===== src/rtl/mips32_pkg.sv =====
// Shared MIPS32 pipeline constants and the fetch-stage state encoding.
package mips32_pkg;

   localparam logic [31:0] NOP_INSTR_DEF = 32'h0000_0000;
   localparam logic [31:0] PC_INC_DEF    = 32'd4;

   typedef enum logic [1:0] {
      StIdle = 2'd0,
      StWait = 2'd1,
      StHold = 2'd2
   } fetch_state_e;

endpackage


===== src/rtl/if_id_reg.sv =====
// IF/ID pipeline register: instruction, next-PC and valid flag.
module if_id_reg
   import mips32_pkg::*;
#(
   parameter logic [31:0] NOP_INSTR = NOP_INSTR_DEF
) (
   input  logic        clk_i,
   input  logic        rst_i,
   input  logic        flush_i,
   input  logic        load_i,
   input  logic        stall_i,
   input  logic [31:0] instr_i,
   input  logic [31:0] npc_i,
   output logic [31:0] instr_o,
   output logic [31:0] npc_o,
   output logic        valid_o
);

   // Flush beats load; without a load, decode either holds (stall) or consumes the entry.
   always_ff @(posedge clk_i or posedge rst_i) begin
      if (rst_i) begin
         instr_o <= NOP_INSTR;
         npc_o   <= 32'h0000_0000;
         valid_o <= 1'b0;
      end else if (flush_i) begin
         instr_o <= NOP_INSTR;
         valid_o <= 1'b0;
      end else if (load_i) begin
         instr_o <= instr_i;
         npc_o   <= npc_i;
         valid_o <= 1'b1;
      end else if (!stall_i) begin
         valid_o <= 1'b0;
      end
   end

endmodule


===== src/rtl/instr_fetch_stage.sv =====
// Instruction fetch stage: request FSM, one-entry skid buffer and flush-kill tracking.
module instr_fetch_stage
   import mips32_pkg::*;
#(
   parameter logic [31:0] NOP_INSTR = NOP_INSTR_DEF,
   parameter logic [31:0] PC_INC    = PC_INC_DEF
) (
   input  logic        clk,
   input  logic        rst,
   input  logic [31:0] pc_in,
   output logic        pc_en,
   output logic        imem_req,
   output logic [31:0] imem_addr,
   input  logic        imem_ack,
   input  logic [31:0] imem_rdata,
   input  logic        stall_in,
   input  logic        flush_in,
   output logic [31:0] if_id_instr,
   output logic [31:0] if_id_npc,
   output logic        if_id_valid
);

   fetch_state_e state_q;
   logic         imem_req_q;
   logic [31:0]  imem_addr_q;
   logic         kill_q;
   logic [31:0]  buf_instr_q;
   logic [31:0]  buf_npc_q;

   logic         ack_accept;
   logic         hold_drain;
   logic         load_en;
   logic [31:0]  load_instr;
   logic [31:0]  load_npc;
   logic [31:0]  fetch_npc;

   assign imem_req  = imem_req_q;
   assign imem_addr = imem_addr_q;
   assign fetch_npc = imem_addr_q + PC_INC;

   // Decide whether IF/ID loads this cycle and whether the PC register advances.
   always_comb begin
      ack_accept = (state_q == StWait) && imem_ack && !kill_q && !flush_in &&
                   (!if_id_valid || !stall_in);
      hold_drain = (state_q == StHold) && !flush_in && !stall_in;
      load_en    = ack_accept || hold_drain;
      load_instr = hold_drain ? buf_instr_q : imem_rdata;
      load_npc   = hold_drain ? buf_npc_q : fetch_npc;
      pc_en      = !rst && (flush_in || load_en);
   end

   // Fetch FSM with registered request, address, kill flag and skid buffer.
   always_ff @(posedge clk or posedge rst) begin
      if (rst) begin
         state_q     <= StIdle;
         imem_req_q  <= 1'b0;
         imem_addr_q <= 32'h0000_0000;
         kill_q      <= 1'b0;
         buf_instr_q <= 32'h0000_0000;
         buf_npc_q   <= 32'h0000_0000;
      end else begin
         case (state_q)
            StIdle: begin
               // On a flush pc_in is still the old PC; wait one cycle for the branch target.
               if (!flush_in) begin
                  imem_req_q  <= 1'b1;
                  imem_addr_q <= pc_in;
                  state_q     <= StWait;
               end
            end
            StWait: begin
               if (flush_in) begin
                  if (imem_ack) begin
                     imem_req_q <= 1'b0;
                     kill_q     <= 1'b0;
                     state_q    <= StIdle;
                  end else begin
                     // Request cannot be aborted; remember to drop its data.
                     kill_q <= 1'b1;
                  end
               end else if (imem_ack) begin
                  imem_req_q <= 1'b0;
                  kill_q     <= 1'b0;
                  if (!kill_q && if_id_valid && stall_in) begin
                     buf_instr_q <= imem_rdata;
                     buf_npc_q   <= fetch_npc;
                     state_q     <= StHold;
                  end else begin
                     state_q <= StIdle;
                  end
               end
            end
            StHold: begin
               if (flush_in) begin
                  buf_instr_q <= 32'h0000_0000;
                  buf_npc_q   <= 32'h0000_0000;
                  state_q     <= StIdle;
               end else if (!stall_in) begin
                  state_q <= StIdle;
               end
            end
            default: state_q <= StIdle;
         endcase
      end
   end

   if_id_reg #(
      .NOP_INSTR (NOP_INSTR)
   ) u_if_id_reg (
      .clk_i   (clk),
      .rst_i   (rst),
      .flush_i (flush_in),
      .load_i  (load_en),
      .stall_i (stall_in),
      .instr_i (load_instr),
      .npc_i   (load_npc),
      .instr_o (if_id_instr),
      .npc_o   (if_id_npc),
      .valid_o (if_id_valid)
   );

endmodule

===== config.mk =====
export PLATFORM = sky130hd
export DESIGN_NAME = instr_fetch_stage
export DESIGN_NICKNAME = d
export VERILOG_FILES = /design/src/rtl/mips32_pkg.sv /design/src/rtl/if_id_reg.sv /design/src/rtl/instr_fetch_stage.sv
export SDC_FILE = /design/constraint.sdc
export NUM_CORES = 1
export LEC_CHECK = 0
export ABC_AREA = 0
export BUFFER_PORTS_ARGS = -buffer_cell sky130_fd_sc_hd__clkbuf_2
export CAP_MARGIN = 10
export CORE_MARGIN = 3
export CORE_UTILIZATION = 45
export DETAILED_ROUTE_END_ITERATION = 8
export PLACE_DENSITY = 0.7
export SYNTH_ARGS = -nofsm -noshare
export SYNTH_HDL_FRONTEND = slang
export SYNTH_SLANG_ARGS = --single-unit

===== constraint.sdc =====
create_clock -name clk -period 6.1 [get_ports clk]
set_input_delay 0.61 -clock clk [delete_from_list [all_inputs] [get_ports clk]]
set_output_delay 0.61 -clock clk [all_outputs]
set_load 0.005 [all_outputs]

==> results of run 1 <==
==> final timing paths <==
kind	from	endpoint	slack [ns]	depth (start not counted)
worst max-delay path	state_q[0]	pc_en	2.73	5
worst min-delay path	rst	u_if_id_reg.instr_o[15]	0.39	2
worst max register to register	state_q[0]	buf_npc_q[31]	3.46	6
worst min register to register	buf_npc_q[2]	buf_npc_q[2]	0.48	2
max in group asynchronous	rst	u_if_id_reg.instr_o[12]	4.51	3
min in group clk	pc_in[13]	imem_addr[13]	0.39	3
==> metrics by stage <==
step | power [mW] | utilization, % | hold slack, ns | cell area [sq um] | instances
after floorplan | 2.01 | - | 0.445 | 7250 | 673
after global placement | 2.37 | 53.0 | 0.457 | 8210 | 1012
after detailed placement | 2.39 | 53.0 | 0.463 | 8210 | 1012
after CTS | 3.50 | 57.0 | 0.370 | 8820 | 1043
after global routing | 3.67 | 57.0 | 0.384 | 8820 | 1043
final | 3.46 | 57.0 | 0.386 | 8820 | 1043
==> power groups by stage <==
stage	Combinational [mW]	Sequential (mW)	Clock (mW)
after floorplan	0.410	1.60	0
after global placement	0.741	1.63	0
after detailed placement	0.749	1.64	0
after CTS	0.757	1.62	1.12
after global routing	0.839	1.66	1.17
final	0.741	1.62	1.10
==> state kept, by name (all words and copies together) (netlist names) <==
name / cells
u_if_id_reg.npc_o: 32
imem_req: 1
buf_instr_q: 32
state_q: 2
u_if_id_reg.valid_o: 1
imem_addr: 32
buf_npc_q: 32
u_if_id_reg.instr_o: 32
kill_q: 1
==> final cells by class <==
class                           instances  area, sq um
Clock inverter                          9          125
Tap cell                              211          264
Timing Repair Buffer                  176          903
Clock buffer                           22          484
Inverter                                7         31.3
Multi-Input combinational cell        453         2880
Sequential cell                       165         4130
Fill cell                            1337         6660
==> routing by layer <==
| metal | track usage (%) | up-vias |
|---|---|---|
| li1 | - | 2733 |
| met4 | 6.76 | 0 |
| met3 | 4.83 | 16 |
| met2 | 31.0 | 178 |
| met1 | 28.2 | 2754 |
| met5 | 0 | - |
==> layout by cell type, fill, tap and decap left out, types with 3 or more instances in the layout <==
master and n:
clkbuf_2 167, dfrtp_1 165, nand2_1 111, a21oi_1 44, a22o_1 42, a31oi_1 38, mux2_2 29, o21ai_0 27
nor2_1 19, nand3_1 19, clkbuf_16 17, xor2_1 16, o21ai_1 16, and3_1 12, buf_4 9, mux2i_1 8
a22oi_1 8, xnor2_1 7, nor3_1 7, nand4_1 7, inv_1 5, a32oi_1 5, o31ai_1 4, clkbuf_8 4
clkinv_2 4, nand4_2 3, and4_1 3, o22ai_1 3, bufinv_16 3
==> logic make-up (layout without fill, tap and decap cells) <==
kind of cell | after synthesis | count (layout) | synth area share [%]
AOI/OAI and AO/OA | 193 | 193 | 17.3
muxes | 37 | 37 | 5.61
xor gates and xnor gates | 23 | 23 | 2.78
buffers and inverters | 55 | 214 | 3.45
adders and majority gates | 1 | 1 | 0.173
and+or+nand+nor | 199 | 199 | 13.7
DFF | 165 | 165 | 57.0
==> worst max-delay path, delay by kind of cell, from the launching register on <==
family / cells / cell delay (ns)
simple gates: 3 / 1.54
flops: 1 / 0.48
compound gates: 1 / 0.17
buf+inv: 1 / 0.15
==> key figures, run 1 <==
Floorplan
  – Die height: 133 microns
  – Core Footprint: 15500 sq um
  – Starting Density: 46.8%
  – Row count: 45
  – Die ar.: 17700 sq um
  – Die X: 133 microns
  – I/O pins: 168

Synthesis
  – Sequential share of the synthesized area: 57.0%
  – Post-synth top cells: dfrtp_1, nand2_1, a21oi_1
  – Synth Register Bits: 165
  – Area contributors post-synth: dfrtp_1, nand2_1, a22o_1, mux2_2, a31oi_1
  – Count leader, synth: dfrtp_1
  – Top_reg_cell synth: dfrtp_1
  – Synthesized area: 7250 sq um
  – Count of different cell masters after synthesis: 45
  – Ys async rst share: 100%
  – Synth Warn #: 0
  – Syn nets: 743
  – Synth area leader: dfrtp_1
  – Avg Inst Size Synth: 10.8 sq um
  – Mapped Cells: 673
  – Post-synth top area share: 57.0%
  – EDFF count, synth: 0

Power
  – Sequential Power Share: 46.8%
  – Power Internal: 2.44 mW
  – Switch share: 29.5%
  – Lkg Pwr: 4.28 nW
  – Logic gate share of total power: 21.4%
  – Pwr Density: 393 nW/um^2
  – Clk pwr share: 31.8%
  – Maximum vdd drop: 254 uV
  – NetSw: 1.02 mW

Timing
  – RSZ-0062 raised after global routing: false
  – Least-Margin Pin Slew: 1.06 ns
  – Final period util: 55.3%
  – Final Hold Viols: 0
  – Worst relative slew slack: 29.3%
  – Tmin final: 3.37 ns
  – Setup ws final: 2.73 ns
  – Setup TNS: 0 ns
  – Clock skew: 0.00958 ns
  – Max-slew violations: 0
  – Finish-stage setup viols: 0
  – Highest Clock Rate: 296 MHz

Global routing
  – Vias in the first global route: 5518
  – Final global-route overflow total: 0
  – First-pass GRT wire length: 28700 microns
  – Initial antenna violation count: 0
  – Global Route Usage Sum: 20.2%
  – Largest net degree at the start of global routing: 117

Routing
  – Routed metal-1 wirelength: 8320 microns
  – DRC: 0
  – Vias per std cell: 5.45
  – Wire length per cell: 17.0 microns
  – Uppermost layer routed: met4
  – 1st-iter DRT viols: 501
  – Met3 wire length: 1160 microns
  – Antenna Nets Post-Route: 0
  – WL final: 17700 microns
  – Vias post-DR: 5681
  – Drt pass-1 iters: 4
  – WL met2: 7960 microns

Flow run
  – Max capacitance violation total: 0

Clock tree
  – Root Driver: clkbuf_16
  – Post-CTS Setup Bufs: 0
  – Total CTS buffers: 17
  – CTS resizes: 0
  – CTS sink cnt: 165
  – Worst-path clk slew: 0.06 ns
  – CTS Hold Bufs: 0
  – CTS Buffer Depth: 2
  – H-tree depth: 4
  – Clk_lat worst skew: 0.43 ns
  – CTS tree: yes

Placed design
  – Post-DP HPWL: 11100 microns
  – Buffers added on ports: 167
  – Final GP Congestion: 0.765
  – Place WS: 2.92 ns

Run status
  – Status: finished clean

Cells and area
  – Synthesis-to-finish area growth: 21.7%
  – # diodes: 0
  – Layout cells sized above 1: 30.4%
  – Total Nets Final: 890

Critical path
  – Slowest stage cell, crit path: nor2_1
  – Crit path cell chain: and3b_1 > and3_1 > nor2_1 > a21oi_1 > clkbuf_2
  – Max incr delay on CP: 0.88 ns
  – Crit path kind: flip-flop to output port
  – Critical Path RT: 5.49 ns
  – CP arrival: 2.76 ns
  – Startpoint types: flip-flop
  – Crit end category: output port
  – Crit path max fanout: 14

Min path
  – Hold Path Class: primary input to asynchronous set/reset pin
No activity file was read; power rests on OpenSTA's default activity.
==> run 2, diff against run 1 <==
- PLACE_DENSITY: 0.7 -> 0.72
- clock period: 6.1 -> 2.9 ns (I/O delays scaled with it)
==> run 2 against run 1 <==
- clock skew barely moved
- hold slack got worse by 0.32 ns
- power grew 110%
- clock-buffer cell count down 5
- highest routed layer unchanged
==> key figures, run 2 (same netlist as run 1, synthesis figures left out) <==
Global routing
  – Initial antenna violation count: 0
  – Vias in the first global route: 5684
  – First-pass GRT wire length: 30300 microns
  – Final global-route overflow total: 0
  – Global Route Usage Sum: 21.3%
  – Largest net degree at the start of global routing: 76

Routing
  – Vias per std cell: 5.50
  – Drt pass-1 iters: 5
  – Antenna Nets Post-Route: 0
  – DRC: 0
  – Vias post-DR: 5784
  – WL final: 18400 microns
  – Wire length per cell: 17.5 microns
  – 1st-iter DRT viols: 389

Power
  – Logic gate share of total power: 22.1%
  – Sequential Power Share: 47.3%
  – Pwr Density: 808 nW/um^2
  – Maximum vdd drop: 524 uV
  – Lkg Pwr: 4.32 nW
  – NetSw: 2.28 mW
  – Power Internal: 4.92 mW
  – Switch share: 31.6%
  – Total chip power: 7.20 mW
  – Clk pwr share: 30.5%

Critical path
  – R2R depth: 6
  – Crit path max fanout: 14
  – FF-to-FF setup slack: 0.86 ns
  – Crit end category: output port
  – CP arrival: 2.05 ns
  – Critical Path RT: 2.61 ns
  – R2R Path End: buf_npc_q[30]
  – Crit path kind: flip-flop to output port
  – Startpoint types: flip-flop
  – R2r startpoint: imem_addr[2]

Cells and area
  – # diodes: 0
  – Commonest non-fill, non-tap cell in the layout: clkbuf_2
  – Fin area: 8910 sq um
  – Total Nets Final: 898
  – Layout cells sized above 1: 31.2%
  – Fillers: 1334
  – Commonest non-fill, non-tap cells in the layout: clkbuf_2, dfrtp_1, nand2_1, a21oi_1, a22o_1
  – Synthesis-to-finish area growth: 22.9%

Clock tree
  – H-tree depth: 4
  – CTS sink cnt: 165
  – Total CTS buffers: 17
  – Clk_lat worst skew: 0.43 ns
  – CTS resizes: 0
  – Worst-path clk slew: 0.07 ns
  – CTS Buffer Depth: 2
  – CTS tree: yes
  – Root Driver: clkbuf_16

Floorplan
  – Die ar.: 17700 sq um
  – Core Footprint: 15500 sq um
  – Starting Density: 46.8%
  – I/O pins: 168
  – Die height: 133 microns
  – Row count: 45
  – Die X: 133 microns

Timing
  – Setup TNS: 0 ns
  – RSZ-0062 raised after global routing: false
  – Clock skew: 0.00995 ns
  – Max-slew violations: 0
  – Highest Clock Rate: 428 MHz
  – Least-Margin Pin Slew: 0.799 ns
  – Finish-stage setup viols: 0
  – Final Hold Viols: 0
  – Final period util: 80.6%
  – Tmin final: 2.34 ns
  – Worst relative slew slack: 46.5%

Run status
  – Status: finished clean

Placed design
  – Post-place instance area: 8330 sq um
  – Final GP Congestion: 0.790
  – Post-DP HPWL: 11900 microns
  – Buffers added on ports: 167

Min path
  – Hold Startpoint: pc_in[6]
  – Hold Path Class: primary input to flip-flop
  – Min-Delay Endpoint: imem_addr[6]
  – Number of cells on the worst hold path: 3

Flow run
  – Max capacitance violation total: 0
-- run 2: cell types whose count changed in the layout (fill, tap and decap cells not counted) --
cell / change
clkbuf_8: -4
dlygate4sd3_1: +1
clkinvlp_4: +2
clkinv_2: -2
clkinv_4: +2
buf_4: +2
buf_12: +5
bufinv_16: -2
clkbuf_1: -1
inv_6: +4
inv_8: +2
-- run 2: power by group through the flow --
stage	logic [mW]	clock network [mW]	registers (mW)
after floorplan	0.864	0	3.36
after global placement	1.59	0	3.41
after detailed placement	1.61	0	3.44
after CTS	1.63	2.24	3.40
after global routing	1.79	2.34	3.49
final	1.59	2.20	3.40
-- run 2: repair_timing --
item,CTS,global route
endpoints found under the hold margin,22,0
setup buffers,0,0
hold buffers,1,0
-- run 2: how the worst max path moves through the flow --
stage / startpoint / to / depth (start not counted)
2_1_floorplan: rst / buf_instr_q[0] / 1
3_3_place_gp: imem_addr[2] / buf_npc_q[30] / 6
3_5_place_dp: imem_addr[2] / buf_npc_q[30] / 6
4_1_cts: state_q[0] / pc_en / 6
5_1_grt: state_q[0] / pc_en / 6
6_report: state_q[0] / pc_en / 6
-- run 2: cell type report --
cell class                      count  area (sq um)  share of cell area, %
Clock inverter                     15           146                   1.64
Sequential cell                   165          4130                   46.4
Multi-Input combinational cell    453          2880                   32.4
Timing Repair Buffer              184          1030                   11.5
Tap cell                          211           264                   2.96
Clock buffer                       17           425                   4.78
Inverter                            7          30.0                  0.337
-- run 2: worst max-delay path, stage by stage (launching register included) --
cell and delay (ns):
dfrtp_1 0.51, and3b_1 0.29, and3_1 0.18, buf_4 0.22, nor2_1 0.12, a21oi_1 0.16, clkbuf_2 0.14
-- run 2: per-stage QoR --
stage / setup WS, ns / util [%] / instances / hold slack (ns)
after floorplan: 0.511 / - / 673 / 0.398
after global placement: 0.950 / 53.8 / 1019 / 0.397
after detailed placement: 0.853 / 53.8 / 1019 / 0.399
after global routing: 0.424 / 57.5 / 1052 / 0.0822
final: 0.564 / 57.5 / 1052 / 0.0694
after CTS: 0.540 / 57.5 / 1052 / 0.0535
-- run 2: metal layers --
layer / track usage [%] / up-vias / wire length (microns)
li1: - / 2753 / -
met4: 6.99 / 0 / 300
met5: 0 / - / 0
met1: 29.7 / 2810 / 8390
met2: 33.4 / 198 / 8580
met3: 4.68 / 23 / 1140
==> run 3, diff against run 2 <==
- PLACE_DENSITY: 0.72 -> 0.7
- clock period: 2.9 -> 2.3 ns (I/O delays scaled with it)
==> run 3 against run 2 <==
- clock-buffer cell count grew 3
- worst setup slack worse by 0.39 ns
- critical endpoint unchanged
- highest routed layer unchanged
- clock power rose by 33%
==> key figures, run 3 (same netlist as run 1, synthesis figures left out) <==
Critical path
  – CP startpoint: state_q[1]
  – Crit path max fanout: 7
  – Worst path bufs/invs: 2
  – Slowest stage cell, crit path: dfrtp_1
  – Critical path depth in cells: 6
  – Crit path cell chain: nor2_1 > buf_4 > and3_1 > nor2_1 > a21oi_1 > clkbuf_2
  – R2r startpoint: state_q[0]
  – CP top delay family: simple AND/OR/NAND/NOR gates
  – Crit end category: output port
  – Crit path kind: flip-flop to output port
  – Max incr delay on CP: 0.45 ns
  – R2R depth: 6
  – Most Frequent Cell on Critical Path: nor2_1
  – Startpoint types: flip-flop
  – Critical Path RT: 2.07 ns
  – CP arrival: 1.90 ns

Flow run
  – Max capacitance violation total: 0

Global routing
  – Vias in the first global route: 5668
  – First-pass GRT wire length: 29500 microns
  – Largest net degree at the start of global routing: 63
  – Initial antenna violation count: 0
  – Final global-route overflow total: 0
  – Global Route Usage Sum: 20.6%

Cells and area
  – Layout cells sized above 1: 31.4%
  – Commonest non-fill, non-tap cell in the layout: clkbuf_2
  – Synthesis-to-finish area growth: 24.0%
  – # diodes: 0
  – Total Nets Final: 903
  – Commonest non-fill, non-tap cells in the layout: clkbuf_2, dfrtp_1, nand2_1, a21oi_1, a22o_1

Timing
  – RSZ-0062 raised after global routing: false
  – Least-Margin Pin Slew: 0.903 ns
  – Setup TNS: 0 ns
  – Final Hold Viols: 0
  – Worst relative slew slack: 39.7%
  – Final period util: 92.5%
  – Tmin final: 2.13 ns
  – Finish-stage setup viols: 0
  – WHS: 0.0221 ns
  – Max-slew violations: 0
  – Highest Clock Rate: 470 MHz
  – Clock skew: 0.00854 ns
  – Setup ws final: 0.172 ns

Routing
  – Wire length per cell: 17.0 microns
  – WL final: 18000 microns
  – Vias post-DR: 5809
  – 1st-iter DRT viols: 304
  – Vias per std cell: 5.50
  – Antenna Nets Post-Route: 0
  – Drt pass-1 iters: 6
  – DRC: 0

Placed design
  – Buffers added on ports: 167
  – Final GP Congestion: 0.787
  – Place WS: 0.192 ns
  – Post-DP HPWL: 11900 microns

Clock tree
  – Root Driver: clkbuf_16
  – H-tree depth: 4
  – Post-CTS Setup Bufs: 0
  – CTS Buffer Depth: 2
  – Clk_lat worst skew: 0.42 ns
  – CTS resizes: 0
  – CTS sink cnt: 165
  – CTS tree: yes
  – Total CTS buffers: 17
  – CTS Hold Bufs: 1
  – Worst-path clk slew: 0.06 ns

Floorplan
  – Die X: 133 microns
  – I/O pins: 168
  – Die height: 133 microns
  – Row count: 45
  – Die ar.: 17700 sq um
  – Starting Density: 46.8%
  – Core Footprint: 15500 sq um

Power
  – Pwr Density: 1030 nW/um^2
  – NetSw: 2.77 mW
  – Total chip power: 9.23 mW
  – Lkg Pwr: 4.35 nW
  – Sequential Power Share: 46.3%
  – Maximum vdd drop: 702 uV
  – Power Internal: 6.46 mW
  – Switch share: 30.0%
  – Clk pwr share: 31.7%
  – Logic gate share of total power: 21.9%

Run status
  – Status: finished clean

Min path
  – Hold Path Class: primary input to flip-flop
  – Hold Startpoint: pc_in[6]
  – Number of cells on the worst hold path: 3
## run 3: cell types whose count changed in the layout (fill, tap and decap cells not counted), moves of 2 or more
cell        before  now
inv_8            2    0
buf_4           11   15
bufinv_16        1    3
inv_6            5    2
clkinv_4         2    0
clkbuf_8         0    2
clkinvlp_4       4    6
## run 3: area by class of cell
type                            instances  area, sq um
Inverter                                7         30.0
Sequential cell                       165         4130
Clock buffer                           20          457
Clock inverter                         11          150
Tap cell                              211          264
Multi-Input combinational cell        453         2880
Fill cell                            1300         6490
Timing Repair Buffer                  189         1080
## run 3: worst reg2reg max path, stage by stage (launching register included)
cell and delay (ns):
dfrtp_1 0.39, and3b_1 0.23, and3b_2 0.25, a21oi_4 0.69, buf_12 0.30, a32oi_1 0.08, o31ai_1 0.09
## run 3: final timing paths
kind,to,slack [ns]
min in group asynchronous,imem_req,0.43
max in group asynchronous,u_if_id_reg.npc_o[24],1.18
worst min register to register,buf_npc_q[2],0.48
worst max-delay path,pc_en,0.17
worst min-delay path,imem_addr[6],0.02
worst max register to register,buf_npc_q[22],0.18
## run 3: through the flow
| step | cell area [sq um] | std cells | util (%) |
|---|---|---|---|
| 2_1_floorplan | 7250 | 673 | - |
| 3_3_place_gp | 8380 | 1024 | 54.1 |
| 3_5_place_dp | 8380 | 1024 | 54.1 |
| 4_1_cts | 8990 | 1056 | 58.1 |
| 5_1_grt | 8990 | 1056 | 58.1 |
| 6_report | 8990 | 1056 | 58.1 |
## run 3: power groups by stage
stage	clock network, mW	registers [mW]	logic [mW]
final	2.93	4.27	2.03
after global routing	3.11	4.40	2.28
after CTS	2.98	4.28	2.07
after detailed placement	0	4.32	2.05
after global placement	0	4.30	2.02
after floorplan	0	4.24	1.09
## run 3: layer usage
layer	wire [microns]	share of wire [%]	track usage, %	up-vias
li1	-	-	-	2750
met2	8300	46	32.4	200
met3	1270	7.0	5.74	21
met5	0	0	0	-
met4	217	1.2	5.20	0
met1	8180	46	28.5	2838
